$ cat config.mk
export PLATFORM = sky130hd
export DESIGN_NAME = tx_byte_ctrl
export DESIGN_NICKNAME = d
export VERILOG_FILES = /design/src/rtl/tx_pkg.sv /design/src/rtl/tx_shift_reg.sv /design/src/rtl/tx_byte_ctrl.sv
export SDC_FILE = /design/constraint.sdc
export NUM_CORES = 1
export LEC_CHECK = 0
export ABC_AREA = 1
export BUFFER_PORTS_ARGS = -buffer_cell sky130_fd_sc_hd__buf_2
export CAP_MARGIN = 20
export CORE_MARGIN = 8
export CORE_UTILIZATION = 54
export CTS_CLUSTER_DIAMETER = 60
export DETAILED_ROUTE_END_ITERATION = 10
export PLACE_DENSITY = 0.86
export SLEW_MARGIN = 20
export SYNTH_ARGS = -nofsm -noshare
export SYNTH_HDL_FRONTEND = slang
export SYNTH_SLANG_ARGS = --single-unit
$ cat constraint.sdc
create_clock -name clk -period 3.62 [get_ports clk]
set_input_delay 0.724 -clock clk [delete_from_list [all_inputs] [get_ports clk]]
set_output_delay 0.724 -clock clk [all_outputs]
set_load 0.02 [all_outputs]
$ cat src/rtl/tx_pkg.sv
// Shared types and constants for the transmit byte controller.
// Contents:
//   tx_state_t  - controller FSM states
//   START_BIT / STOP_BIT / IDLE_LEVEL - serial line levels
//   DATA_BITS   - data bits per frame
//   LAST_IDX    - bit_idx value of the stop-bit cycle
package tx_pkg;

  typedef enum logic [2:0] {
    IDLE = 3'd0,
    LOAD = 3'd1,
    SEND = 3'd2,
    DONE = 3'd3,
    ERR  = 3'd4
  } tx_state_t;

  localparam logic       START_BIT  = 1'b0;
  localparam logic       STOP_BIT   = 1'b1;
  localparam logic       IDLE_LEVEL = 1'b1;
  localparam int         DATA_BITS  = 8;
  localparam logic [3:0] LAST_IDX   = 4'd8;

endpackage

$ cat src/rtl/tx_shift_reg.sv
// 8-bit parallel-in serial-out shift register for the TX frame data.
// Ports:
//   clk      - system clock, rising edge
//   n_rst    - asynchronous active-low reset (register resets to all ones)
//   load     - capture din (takes priority over shift_en)
//   shift_en - shift right by one, filling with the idle level
//   din      - parallel data
//   sout     - serial output, always bit 0 of the register
module tx_shift_reg
  import tx_pkg::*;
(
  input  logic                 clk,
  input  logic                 n_rst,
  input  logic                 load,
  input  logic                 shift_en,
  input  logic [DATA_BITS-1:0] din,
  output logic                 sout
);

  logic [DATA_BITS-1:0] shreg;

  always_ff @(posedge clk or negedge n_rst) begin
    if (!n_rst) begin
      shreg <= '1;
    end else if (load) begin
      shreg <= din;
    end else if (shift_en) begin
      // Fill with the idle level so an over-shifted register reads as line-idle.
      shreg <= {IDLE_LEVEL, shreg[DATA_BITS-1:1]};
    end
  end

  assign sout = shreg[0];

endmodule

$ cat src/rtl/tx_byte_ctrl.sv
// Transmit byte controller: frames bytes from a first-word-fall-through TX
// FIFO as start bit, 8 data bits (LSB first), stop bit, for a packet of
// byte_count bytes per tx_start. The downstream 9-count bit timer is enabled
// during data/stop bits and its bits8 rollover marks the stop-bit cycle.
// Ports:
//   clk, n_rst          - clock (rising edge), async active-low reset
//   tx_start            - packet request, sampled in IDLE only
//   byte_count          - packet length, sampled with tx_start (0 = ignored)
//   fifo_rdata          - FIFO head byte, valid while fifo_empty=0
//   fifo_empty          - FIFO empty flag
//   fifo_pop            - one-cycle pop of the FIFO head
//   bits8               - bit-timer rollover flag
//   enable_timer_bits8  - bit-timer enable (low clears the timer)
//   serial_out          - serial line, idle high
//   tx_active           - high in LOAD and SEND
//   tx_done / tx_error  - one-cycle completion / failure pulses
//   state_dbg           - current FSM state, for observation only
//
// FIFO handshake: the FIFO presents its head on fifo_rdata whenever
// fifo_empty=0 (the "valid" side). The controller consumes the head by
// raising fifo_pop for exactly one cycle (LOAD), and captures fifo_rdata at
// the end of that same cycle; the FIFO advances its head on that edge.
// fifo_pop is only raised when fifo_empty was seen low before entering LOAD.
//
// All outputs are decoded from state and registers; no input reaches an
// output combinationally.
module tx_byte_ctrl
  import tx_pkg::*;
#(
  parameter int CNT_W = 7
) (
  input  logic                 clk,
  input  logic                 n_rst,
  input  logic                 tx_start,
  input  logic [CNT_W-1:0]     byte_count,
  input  logic [DATA_BITS-1:0] fifo_rdata,
  input  logic                 fifo_empty,
  output logic                 fifo_pop,
  input  logic                 bits8,
  output logic                 enable_timer_bits8,
  output logic                 serial_out,
  output logic                 tx_active,
  output logic                 tx_done,
  output logic                 tx_error,
  output tx_state_t            state_dbg
);

  tx_state_t        state, state_nxt;
  logic [CNT_W-1:0] bytes_left, bytes_left_nxt;
  logic [3:0]       bit_idx, bit_idx_nxt;
  logic             sh_load, sh_shift, sh_out;
  logic             stop_cycle;

  assign stop_cycle = (bit_idx == LAST_IDX);
  assign state_dbg  = state;

  tx_shift_reg u_shift (
    .clk      (clk),
    .n_rst    (n_rst),
    .load     (sh_load),
    .shift_en (sh_shift),
    .din      (fifo_rdata),
    .sout     (sh_out)
  );

  always_ff @(posedge clk or negedge n_rst) begin
    if (!n_rst) begin
      state      <= IDLE;
      bytes_left <= '0;
      bit_idx    <= '0;
    end else begin
      state      <= state_nxt;
      bytes_left <= bytes_left_nxt;
      bit_idx    <= bit_idx_nxt;
    end
  end

  always_comb begin
    state_nxt      = state;
    bytes_left_nxt = bytes_left;
    bit_idx_nxt    = bit_idx;
    sh_load        = 1'b0;
    sh_shift       = 1'b0;
    case (state)
      IDLE: begin
        if (tx_start && (byte_count != '0)) begin
          if (fifo_empty) begin
            state_nxt = ERR;
          end else begin
            bytes_left_nxt = byte_count;
            state_nxt      = LOAD;
          end
        end
      end
      LOAD: begin
        sh_load     = 1'b1;
        bit_idx_nxt = '0;
        state_nxt   = SEND;
      end
      SEND: begin
        sh_shift    = 1'b1;
        bit_idx_nxt = bit_idx + 4'd1;
        if (stop_cycle) begin
          // The timer must roll over exactly on the stop-bit cycle.
          if (!bits8) begin
            state_nxt = ERR;
          end else begin
            bytes_left_nxt = bytes_left - CNT_W'(1);
            if (bytes_left == CNT_W'(1)) begin
              state_nxt = DONE;
            end else if (fifo_empty) begin
              state_nxt = ERR;
            end else begin
              state_nxt = LOAD;
            end
          end
        end else if (bits8) begin
          state_nxt = ERR;
        end
      end
      DONE:    state_nxt = IDLE;
      ERR:     state_nxt = IDLE;
      default: state_nxt = IDLE;
    endcase
  end

  always_comb begin
    serial_out         = IDLE_LEVEL;
    enable_timer_bits8 = 1'b0;
    fifo_pop           = 1'b0;
    tx_active          = 1'b0;
    tx_done            = 1'b0;
    tx_error           = 1'b0;
    case (state)
      LOAD: begin
        serial_out = START_BIT;
        fifo_pop   = 1'b1;
        tx_active  = 1'b1;
      end
      SEND: begin
        enable_timer_bits8 = 1'b1;
        tx_active          = 1'b1;
        serial_out         = stop_cycle ? STOP_BIT : sh_out;
      end
      DONE:    tx_done  = 1'b1;
      ERR:     tx_error = 1'b1;
      default: ;
    endcase
  end

endmodule

## Word-level counts from Yosys, hierarchy flattened

Index checks and enable logic that the tools add are counted.

- Add/sub/neg operators: 2
- Equal/unequal tests: 11
- Mux-type cells: 22
- Reduce and logical (&&, ||, !) cells: 9

Operator list:

| cell | number |
|---|---|
| $mux W7 | 4 |
| $mux W3 | 6 |
| $mux W8 | 2 |
| $pmux W7 S2 | 1 |
| $pmux W3 S3 | 1 |
| $ne A2 B2 Y1 const B | 4 |
| $pmux W4 S2 | 1 |
| $eq A7 B1 Y1 const B | 1 |
| $reduce_bool A7 Y1 | 1 |
| $sub A7 B1 Y7 const B | 1 |
| $eq A3 B2 Y1 const B | 2 |
| $mux W1 | 6 |
| $reduce_bool A2 Y1 | 3 |
| $reduce_and A5 Y1 | 1 |
| $add A4 B1 Y4 const B | 1 |
| $eq A4 B4 Y1 const B | 1 |
| $eq A3 B1 Y1 const B | 1 |
| $eq A3 B3 Y1 const B | 1 |
| $logic_not A3 Y1 | 1 |
| $ne A3 B3 Y1 const B | 1 |
| $pmux W1 S2 | 1 |
| $reduce_and A2 Y1 | 1 |
| $reduce_or A2 Y1 | 1 |
| $logic_and A1 B1 Y1 | 1 |

- Bits in registers: 22
- Logic and storage cells: 48

## Logic depth before layout (Yosys ltp)

Gate-level depths: netlist of run 1.

- Depth after elaboration: 5
- Gate-level depth with buffers: 10

## Cells and area by module

A second synthesis of run 1 with hierarchy kept.

- Cells, all modules: 187
- Area total of the unflattened synthesis: 1,387.6 µm²

Modules (own cells, without submodules):

| module | instances | cells each | area each (µm²) | sequential area each (µm²) |
|---|---|---|---|---|
| tx_byte_ctrl | 1 | 144 | 999.7 | 350.3 |
| tx_shift_reg | 1 | 43 | 387.9 | 210.2 |

## Worst setup path after synthesis of run 1

OpenSTA, ideal clock, no wires.

- Kind: register to output
- From: register state[1], in the netlist state_dbg[1]
- To: output port tx_active
- Data arrival time: 1.338 ns
- Setup slack: 1.558 ns
- Cell stages (with the launch flop): 5
- Path buffers: 1
- Cells stage by stage: dfrtp_1 nor3_4 inv_4 nand2_4 buf_6

- Cells in the longest elaborated chain, start to end: 3
- Elaborated cells between the ends (all ways): 4

Ends and longest elaborated chain:

| item | RTL line | text |
|---|---|---|
| start: declaration | tx_byte_ctrl.sv:48 | `tx_state_t state, state_nxt;` |
| start signal: assignment | tx_byte_ctrl.sv:72 | `state <= state_nxt;` |
| $eq A3 B2 Y1 / $eq A3 B1 Y1 (equally long branches) | tx_byte_ctrl.sv:134 | `case (state)` |
| $reduce_or A2 Y1 (no source line) (*) | n/a |  |
| $mux W1 (*) | tx_byte_ctrl.sv:134 |  |
| end: declaration | tx_byte_ctrl.sv:42 | `output logic tx_active,` |

Every way passes the cells marked *; elsewhere a longest branch is shown, timed or not.

## Worst setup path in the final report of run 1

Ends and elaborated chain as after synthesis.

==> results of run 1 <==
==> cell type report <==
cell class	instances	area, um2	share of cell area
sequential	22	561	0.332
inverter	28	108	0.0637
clock inverter	1	30.0	0.0178
multi-input combinational	139	791	0.468
clock buffer	3	22.5	0.0133
tap	31	38.8	0.0229
timing repair buffer	28	140	0.0829
==> logic make-up (layout without fill, tap and decap cells) <==
logic type      count (synthesis)  after routing  synth area share
buf+inv                        32             60             0.101
compound gates                 29             29             0.150
flops                          22             22             0.373
fa+ha+maj                       4              4            0.0333
xor+xnor                        1              1           0.00582
simple gates                  105            105             0.337
==> path summary, 6_finish.rpt <==
kind	slack, ns	end	from	cells after the start
worst max-delay path	1.20	tx_active	state_dbg[1]$_DFFE_PN0P_	4
worst min-delay path	0.35	bit_idx[1]$_DFFE_PN0P_	n_rst	1
worst max register to register	2.07	bytes_left[6]$_DFFE_PN0P_	bit_idx[0]$_DFFE_PN0P_	10
worst min register to register	0.49	bit_idx[3]$_DFFE_PN0P_	bit_idx[3]$_DFFE_PN0P_	1
max in group asynchronous	2.91	u_shift.shreg[3]$_DFFE_PN1P_	n_rst	1
min in group clk	0.49	bit_idx[3]$_DFFE_PN0P_	bit_idx[3]$_DFFE_PN0P_	1
==> registers in the layout, indices dropped and copies added (netlist names) <==
| name | cells |
|---|---|
| u_shift.shreg | 8 |
| bytes_left | 7 |
| state_dbg | 3 |
| bit_idx | 4 |
==> cells in the final DEF (no fill, tap or decap), types with 3 or more instances in the layout <==
cell and instances:
a21oi_1 6, buf_2 28, clkbuf_4 3, dfrtp_1 14, dfstp_2 8, ha_1 4
inv_1 24, inv_2 3, nand2_1 56, nand2_4 4, nand3_1 16, nor2_1 17
o211ai_2 7, o21ai_0 4, o21ai_1 9
==> critical path: stages (launching register included) <==
cell and delay, ns:
dfrtp_1 0.51, nor3_4 0.29, inv_4 0.15, nand2_4 0.22, buf_2 0.21
==> per-stage QoR <==
stage | hold WS, ns | power [mW] | worst slack, ns
global placement | 0.457 | 1.35 | 1.59
global route | 0.380 | 1.72 | 1.03
CTS | 0.366 | 1.58 | 1.19
detailed placement | 0.462 | 1.39 | 1.55
finish | 0.353 | 1.57 | 1.20
floorplan | 0.428 | 1.22 | 1.56
==> where the power goes <==
group | total, mW | leakage [nW] | switching (mW) | internal [mW]
logic | 0.903 | 0.605 | 0.589 | 0.314
registers | 0.477 | 0.264 | 0.0935 | 0.383
clock network | 0.191 | 0.0279 | 0.0791 | 0.112
total | 1.57 | 0.897 | 0.761 | 0.809
==> per-layer routing <==
metal  GRT usage  part of all wire  vias to the layer above
met1       0.193              0.46                      596
met4      0.0526             0.016                        0
li1            -                 -                      672
met3      0.0162             0.053                        5
met2       0.236              0.47                       30
met5           0                 0                        -
==> reports/qor.txt, run 1 <==
DIE WIDTH: 68.8 um
Largest net degree at the start of global routing: 23
First-pass DRT Iterations: 4
Antenna violations before repair: 0
Synth top cells by count: nand2_1, inv_1, nor2_1
Clk_lat worst skew: 0.31 ns
I/O Buffers: 28
I/O pin cnt: 29
Yosys warnings: 0
Syn Inst Count: 193
CTS sink cnt: 22
Worst Skew: 0.00132 ns
Count leader, synth: nand2_1
Clk slew on worst S/H paths: 0.13 ns
Fin crit period: 2.42 ns
Die area: 4730 um2
P per Cell Area: 929 nW/um2
Hold Crit Class: input pin to asynchronous set/reset pin
Max-slew violations: 0
Global-route wire length before repair: 5360 um
Mean Syn Cell Area: 7.79 um2
CTS tree: done
Die H: 68.8 um
Final Hold Viols: 0
Synth Cell Area: 1500 um2
Cts bufs inserted: 3
Fmax: 413 MHz
Root Driver: clkbuf_4
Max Root-Sink Buffers: 2
Top_reg_cell synth: dfrtp_1
Sequential share of the synthesized area: 0.373
Area share of the largest cell type after synthesis: 0.233
Placed Instances: 248
Finished Layout Cells: 252
Startpoint types: flip-flop
Worst Tran Pin Value: 0.493 ns
Detail-routed via count per cell: 5.17
Area grow syn2layout: 12.4%
Rel. slew slack: 0.672
Total negative slack: 0 ns
Kind of critical path: flip-flop to output pin
Data arrival, critical path: 1.70 ns
Synth area leaders: dfrtp_1, dfstp_2, nand2_1, inv_1, o211ai_2
Cts hold-fix bufs: 0
GRT Overall Usage: 0.144
Distinct cell type count after synthesis: 29
Share of cells above drive strength 1: 0.285
Setup bufs post-CTS: 0
Initial Util: 0.555
Worst path required time: 2.90 ns
Nets: 246
Post-DP Area: 1640 um2
Flops & latches, synth: 22
DRC marker count from the first detailed-route iteration: 45
MaxCap Viol Count: 0
VDD IR-drop max: 0.000586 V
Final setup viols: 0
Mapped Nets: 217
Detail Route Antenna Nets: 0
Ant diodes: 0
Final RePlAce weighted congestion: 0.856
Outcome: finished clean
Post-route design area: 1690 um2
GRT overflow: 0
H-tree lvl count: 1
Fillers: 247
Ys async rst share: 1.00
RSZ-0062 raised after global routing: no
Post_cts resized: 0
Core Area: 2710 um2
EDFF count, synth: 0
Wirelength, routed: 3150 um
Area leader, netlist: dfrtp_1
Final core occ: 0.624
Final Cycle Share: 0.670
Hpwl dp: 2410 um
DRC Markers: 0
Vias: 1303
Std-Cell Rows: 19
Vias in the first global route: 1220
Leakage: 0.897 nW
Avg WL per Cell: 12.5 um
CP max FO: 18
Worst setup EP type: output pin
Note: power is estimated with default switching activity, not from simulation.
==> run 2: changes to the inputs <==
--- a/config.mk
+++ b/config.mk
@@ -9,10 +9,10 @@
 export BUFFER_PORTS_ARGS = -buffer_cell sky130_fd_sc_hd__buf_2
 export CAP_MARGIN = 20
 export CORE_MARGIN = 8
-export CORE_UTILIZATION = 54
+export CORE_UTILIZATION = 49
 export CTS_CLUSTER_DIAMETER = 60
 export DETAILED_ROUTE_END_ITERATION = 10
-export PLACE_DENSITY = 0.86
+export PLACE_DENSITY = 0.83
 export SLEW_MARGIN = 20
 export SYNTH_ARGS = -nofsm -noshare
 export SYNTH_HDL_FRONTEND = slang
==> constraint.sdc (replaced) <==
create_clock -name clk -period 2.05 [get_ports clk]
set_input_delay 0.41 -clock clk [delete_from_list [all_inputs] [get_ports clk]]
set_output_delay 0.41 -clock clk [all_outputs]
set_load 0.02 [all_outputs]
==> run 2 against run 1 <==
Effect of this change: core utilization down 4.1 points; sequential share of layout area decreased by 0.77 points; sequential cell count is the same; clock-buffer cell count stayed put; final cell count increased by 2.0%; clock power up 80%; non-clock buffer count rose by 3; global-route usage fell by 1.4 points; register-to-register slack got worse by 1.6 ns; wire length rose by 0.51%; power is 82% higher.
==> reports/qor.txt, run 2 (synthesis gave the netlist of run 1 again) <==
Worst setup EP type: output pin
Worst path required time: 1.64 ns (-1.26 ns)
Reg power frac: 0.297 (-0.007)
VDD IR-drop max: 0.000554 V (-5.5%)
Data arrival, critical path: 1.56 ns (-0.14 ns)
Wirelength, routed: 3170 um (+0.51%)
Fin crit period: 1.97 ns
First-pass DRT Iterations: 4 (unchanged)
Max reg flops: 8 (unchanged)
Die area: 5100 um2 (+7.8%)
Sw frac: 0.479 (-0.00581)
Final RePlAce weighted congestion: 0.880 (+2.8%)
Nets: 249 (+1.2%)
Sw Pwr: 1.37 mW (+79%)
Final Cycle Share: 0.960
Largest reg by FF count: u_shift.shreg
Final Hold Viols: 0 (unchanged)
Most frequent cells in the layout: nand2_1, buf_2, inv_1
MaxCap Viol Count: 0 (unchanged)
Detail Route Antenna Nets: 0 (unchanged)
Vias in the first global route: 1233 (+1.1%)
Placed Instances: 251 (+1.2%)
Avg WL per Cell: 12.3 um (-1.4%)
Finished Layout Cells: 257 (+2.0%)
R2r endpoint: bit_idx[2]$_DFFE_PN0P_
DIE WIDTH: 71.4 um (+3.8%)
P per Cell Area: 1650 nW/um2 (+77%)
GRT overflow: 0 (unchanged)
CTS tree: done
Commonest non-fill, non-tap cell in the layout: nand2_1
Clk slew on worst S/H paths: 0.14 ns (about the same)
Std-Cell Rows: 20 (+1)
Worst R2R Start: state_dbg[1]$_DFFE_PN0P_
Clk pwr share: 0.120 (-0.002)
Total negative slack: 0 ns (unchanged)
Internal reg-to-reg setup slack: 0.46 ns (-1.61 ns)
Root Driver: clkbuf_4
Kind of critical path: flip-flop to output pin
Reg2reg path depth: 7 (-3)
Ant diodes: 0 (unchanged)
Hpwl dp: 2400 um (-0.19%)
I/O pin cnt: 29 (unchanged)
H-tree lvl count: 1 (unchanged)
Cts bufs inserted: 3 (unchanged)
Antenna violations before repair: 0 (unchanged)
Comb pwr share: 0.583 (+0.008)
Int Pwr: 1.49 mW (+84%)
Biggest regs: u_shift.shreg (8), bytes_left (7), bit_idx (4)
CTS sink cnt: 22 (unchanged)
Outcome: finished clean
Fmax: 508 MHz
Leakage: 0.908 nW (+1.3%)
Share of cells above drive strength 1: 0.326 (+0.0408)
Hold Crit Class: input pin to asynchronous set/reset pin
GRT Overall Usage: 0.130 (-0.0144)
Die H: 71.4 um (+3.8%)
Worst Skew: 0.00677 ns (+0.00544 ns)
Largest net degree at the start of global routing: 23 (unchanged)
DRC Markers: 0 (unchanged)
RSZ-0062 raised after global routing: no
Worst Tran Pin Value: 0.489 ns (-0.00414 ns)
Final setup viols: 0 (unchanged)
CP max FO: 18 (unchanged)
Max Root-Sink Buffers: 2 (unchanged)
Startpoint types: flip-flop
Area grow syn2layout: 15.3%
Max-slew violations: 0 (unchanged)
I/O Buffers: 28 (unchanged)
Initial Util: 0.505 (-0.0499)
Rel. slew slack: 0.674 (+0.00276)
Core Area: 2980 um2 (+9.9%)
Detail-routed via count per cell: 5.17 (about the same)
Clk_lat worst skew: 0.32 ns (about the same)
Global-route wire length before repair: 5420 um (+1.0%)
Vias: 1329 (+2.0%)
DRC marker count from the first detailed-route iteration: 71 (+58%)
## run 2: cell types whose count changed in the layout (fill, tap and decap cells not counted), sizes merged
cell	change
buf	+3
## run 2: repair_timing
item	CTS	global route
hold buffers	0	0
endpoints found under the setup margin	1	2
pin swaps	1	1
gates resized for setup	1	8
setup buffers	1	1
## run 2: through the flow
| step | power (mW) | util | cell area, um2 | hold slack [ns] | setup WS [ns] |
|---|---|---|---|---|---|
| floorplan | 2.16 | - | 1500 | 0.114 | 0.302 |
| global placement | 2.41 | 0.553 | 1650 | 0.404 | 0.362 |
| detailed placement | 2.47 | 0.553 | 1650 | 0.406 | 0.333 |
| CTS | 2.82 | 0.574 | 1710 | 0.0569 | 0.0367 |
| global route | 3.10 | 0.582 | 1730 | 0.0649 | 0.00646 |
| finish | 2.85 | 0.582 | 1730 | 0.0315 | 0.0826 |
## run 2: routing by layer
layer	up-vias	part of all wire	track usage
met5	-	0	0
met4	0	0.022	0.0716
met3	6	0.047	0.0209
met2	33	0.46	0.199
met1	609	0.47	0.170
li1	681	-	-
## run 2: area by class of cell
class / count / area, um2
clock buffers: 3 / 22.5
clock inverters: 1 / 30.0
fillers: 275 / 1240
inverters: 28 / 108
multi-input cells: 139 / 806
flip-flops and latches: 22 / 562
well taps: 33 / 41.3
repair buffers: 31 / 165
## run 2: worst max-delay path: stages (launching register included)
cell and delay [ns]:
dfrtp_2 0.50, nor3_4 0.29, inv_4 0.15, nand2_4 0.13, buf_2 0.18
## run 2: worst max-delay path by stage
stage                 end                startpoint
2_1_floorplan   tx_active  state_dbg[1]$_DFFE_PN0P_
3_3_place_gp   serial_out    bit_idx[0]$_DFFE_PN0P_
3_5_place_dp   serial_out    bit_idx[0]$_DFFE_PN0P_
4_1_cts        serial_out    bit_idx[0]$_DFFE_PN0P_
5_1_grt         tx_active  state_dbg[1]$_DFFE_PN0P_
6_report        tx_active  state_dbg[1]$_DFFE_PN0P_
## run 2: power by group through the flow
stage          clock network [mW]  registers (mW)  logic, mW
4_1_cts                     0.341           0.843       1.64
3_3_place_gp                    0           0.843       1.57
2_1_floorplan                   0           0.848       1.31
3_5_place_dp                    0           0.850       1.61
5_1_grt                     0.363           0.875       1.87
6_report                    0.343           0.848       1.66
==> run 3: changes to the inputs <==
==> constraint.sdc (replaced) <==
create_clock -name clk -period 1.7 [get_ports clk]
set_input_delay 0.34 -clock clk [delete_from_list [all_inputs] [get_ports clk]]
set_output_delay 0.34 -clock clk [all_outputs]
set_load 0.02 [all_outputs]
==> run 3 against run 2 <==
Effect of this change: highest routed layer unchanged; the flow now finishes with violations (negative setup slack); critical path type is now flip-flop to flip-flop; final cell count rose by 11%; non-clock buffer count rose by 28; sequential share of layout area fell by 4.5 points; power rose by 45%; largest cell class unchanged; hold slack improved by 0.22 ns.
==> reports/qor.txt, run 3 (synthesis gave the netlist of run 1 again) <==
Outcome: complete, but fails checks
Failing checks: negative setup slack
I/O Buffers: 28 (unchanged)
Max Root-Sink Buffers: 2 (unchanged)
Core Area: 2980 um2 (unchanged)
Rel. slew slack: 0.664 (-0.0105)
Std-Cell Rows: 20 (unchanged)
DRC Markers: 0 (unchanged)
Vias in the first global route: 1425 (+16%)
Final Hold Viols: 0 (unchanged)
Placed Instances: 255 (+1.6%)
Avg WL per Cell: 14.3 um (+16%)
Finished Layout Cells: 285 (+11%)
Detail-routed via count per cell: 5.22 (+0.96%)
Die H: 71.4 um (unchanged)
Comb pwr share: 0.648 (+0.065)
RSZ-0062 raised after global routing: yes
Cts bufs inserted: 3 (unchanged)
Fmax: 539 MHz
CP max FO: 2 (-16)
Power, Total: 4.14 mW (+45%)
Data arrival, critical path: 2.11 ns (+0.55 ns)
Detail Route Antenna Nets: 0 (unchanged)
Final setup viols: 3 (+3)
Final Cycle Share: 1.09
Leakage: 1.06 nW (+16%)
I/O pin cnt: 29 (unchanged)
P per Cell Area: 2050 nW/um2 (+25%)
Crit-path cells: inv_2, buf_4, buf_4, buf_4, buf_4, buf_4, buf_4, buf_6, buf_6, buf_6, buf_6, o21ai_2
Clk slew on worst S/H paths: 0.13 ns (about the same)
Crit-path slowest cell: dfrtp_1
Kind of critical path: flip-flop to flip-flop
Post-route design area: 2020 um2 (+17%)
VDD IR-drop max: 0.000741 V (+34%)
Fin crit period: 1.85 ns
Int Pwr: 2.24 mW (+51%)
Largest reg by FF count: u_shift.shreg
Wirelength, routed: 4080 um (+29%)
Clk_lat worst skew: 0.33 ns (about the same)
Biggest regs: u_shift.shreg (8), bytes_left (7), bit_idx (4)
Share of cells above drive strength 1: 0.413 (+0.0868)
Startpoint types: flip-flop
Fin Hold WS: 0.252 ns (+0.221 ns)
Worst path required time: 1.96 ns (+0.32 ns)
Root Driver: clkbuf_4
Antenna violations before repair: 0 (unchanged)
Initial Util: 0.505 (unchanged)
DIE WIDTH: 71.4 um (unchanged)
Crit-path max cell delay: 0.41 ns (-0.09 ns)
Commonest non-fill, non-tap cell in the layout: nand2_1
CTS tree: done
Die area: 5100 um2 (unchanged)
Final RePlAce weighted congestion: 0.830 (-5.6%)
Sw Pwr: 1.90 mW (+39%)
Worst setup EP type: flip-flop
Nets: 277 (+11%)
Most common cell on crit path: buf_4
PnR worst setup slack: -0.154 ns (-0.236 ns)
Total negative slack: -0.296 ns (-0.296 ns)
DRC marker count from the first detailed-route iteration: 105 (+48%)
Area grow syn2layout: 34.4%
Vias: 1488 (+12%)
Hold Crit Class: input pin to flip-flop
Number of buffers and inverters on the critical path: 11 (+9)
H-tree lvl count: 1 (unchanged)
Hpwl dp: 2440 um (+1.5%)
Max reg flops: 8 (unchanged)
Max-slew violations: 0 (unchanged)
Sw frac: 0.458 (-0.0208)
Crit path max-delay family: buffers and inverters
GRT Overall Usage: 0.157 (+0.0273)
Worst Tran Pin Value: 0.504 ns (+0.0158 ns)
Most frequent cells in the layout: nand2_1, buf_4, buf_2
First-pass DRT Iterations: 4 (unchanged)
MaxCap Viol Count: 0 (unchanged)
Reg power frac: 0.250 (-0.047)
Worst Skew: 0.00138 ns (-0.00539 ns)
GRT overflow: 0 (unchanged)
Largest net degree at the start of global routing: 23 (unchanged)
Post-DP Area: 1680 um2 (+1.8%)
CTS sink cnt: 22 (unchanged)
Global-route wire length before repair: 6440 um (+19%)
Clk pwr share: 0.102 (-0.018)
Ant diodes: 0 (unchanged)
==> run 3: cell count changes in the layout (fill, tap and decap cells not counted), moves of 2 or more <==
cell and delta:
buf_2 -2, buf_4 +23, buf_6 +6, dfrtp_1 -2
dfrtp_2 +2, nand2_8 +2
==> run 3: repair_timing <==
| item | in CTS | in global routing |
|---|---|---|
| hold buffers | 1 | 0 |
| endpoints found under the setup margin | 3 | 12 |
| pin swaps | 5 | 6 |
| gates resized for setup | 12 | 14 |
| hold endpoints to repair | 14 | 0 |
| buffers inserted | 15 | 10 |
| gates cloned | 0 | 0 |
==> run 3: path summary, 6_finish.rpt <==
path                                                endpoint                         start  slack [ns]  depth (start not counted)
min in group asynchronous             bit_idx[1]$_DFFE_PN0P_                         n_rst        0.50                          2
worst min register to register  u_shift.shreg[7]$_DFFE_PN1P_  u_shift.shreg[7]$_DFFE_PN1P_        0.49                          2
worst min-delay path            u_shift.shreg[7]$_DFFE_PN1P_                 fifo_rdata[7]        0.25                          3
max in group asynchronous           state_dbg[0]$_DFFE_PN0P_                         n_rst        0.83                          2
worst max-delay path                  bit_idx[1]$_DFFE_PN0P_        bit_idx[1]$_DFFE_PN0P_       -0.15                         12
worst max register to register        bit_idx[1]$_DFFE_PN0P_        bit_idx[1]$_DFFE_PN0P_       -0.15                         12
==> run 3: final cells by class <==
class                      instances  area (um2)
fill                             241         956
sequential                        22         564
multi-input combinational        139         851
clock inverter                     1        30.0
inverter                          28         108
timing repair buffer              59         405
clock buffer                       3        22.5
tap                               33        41.3
==> run 3: tightest hold or removal path: cells and delay by family <==
kind                   cells  cell delay (ns)
AOI/OAI and AO/OA          1             0.05
buffers and inverters      1             0.10
and+or+nand+nor            1             0.10
==> run 3: power groups by stage <==
stage | logic [mW] | clock network, mW | registers (mW)
2_1_floorplan | 1.58 | 0 | 1.02
3_3_place_gp | 1.94 | 0 | 1.01
3_5_place_dp | 2.00 | 0 | 1.03
4_1_cts | 2.29 | 0.417 | 1.02
5_1_grt | 2.93 | 0.449 | 1.06
6_report | 2.69 | 0.422 | 1.03
==> run 3: metal layers <==
metal | vias to the layer above | GRT usage | part of all wire | wire, um
met5 | - | 0 | 0 | 0
met4 | 0 | 0.0947 | 0.031 | 125
met3 | 11 | 0.0377 | 0.046 | 188
met2 | 35 | 0.271 | 0.51 | 2100
met1 | 702 | 0.170 | 0.41 | 1670
li1 | 740 | - | - | -
==> run 3: stage by stage <==
stage | setup slack, ns | util
6_report | -0.154 | 0.679
5_1_grt | -0.183 | 0.679
4_1_cts | -0.138 | 0.633
3_5_place_dp | 0.170 | 0.563
3_3_place_gp | 0.199 | 0.563
2_1_floorplan | 0.0225 | -
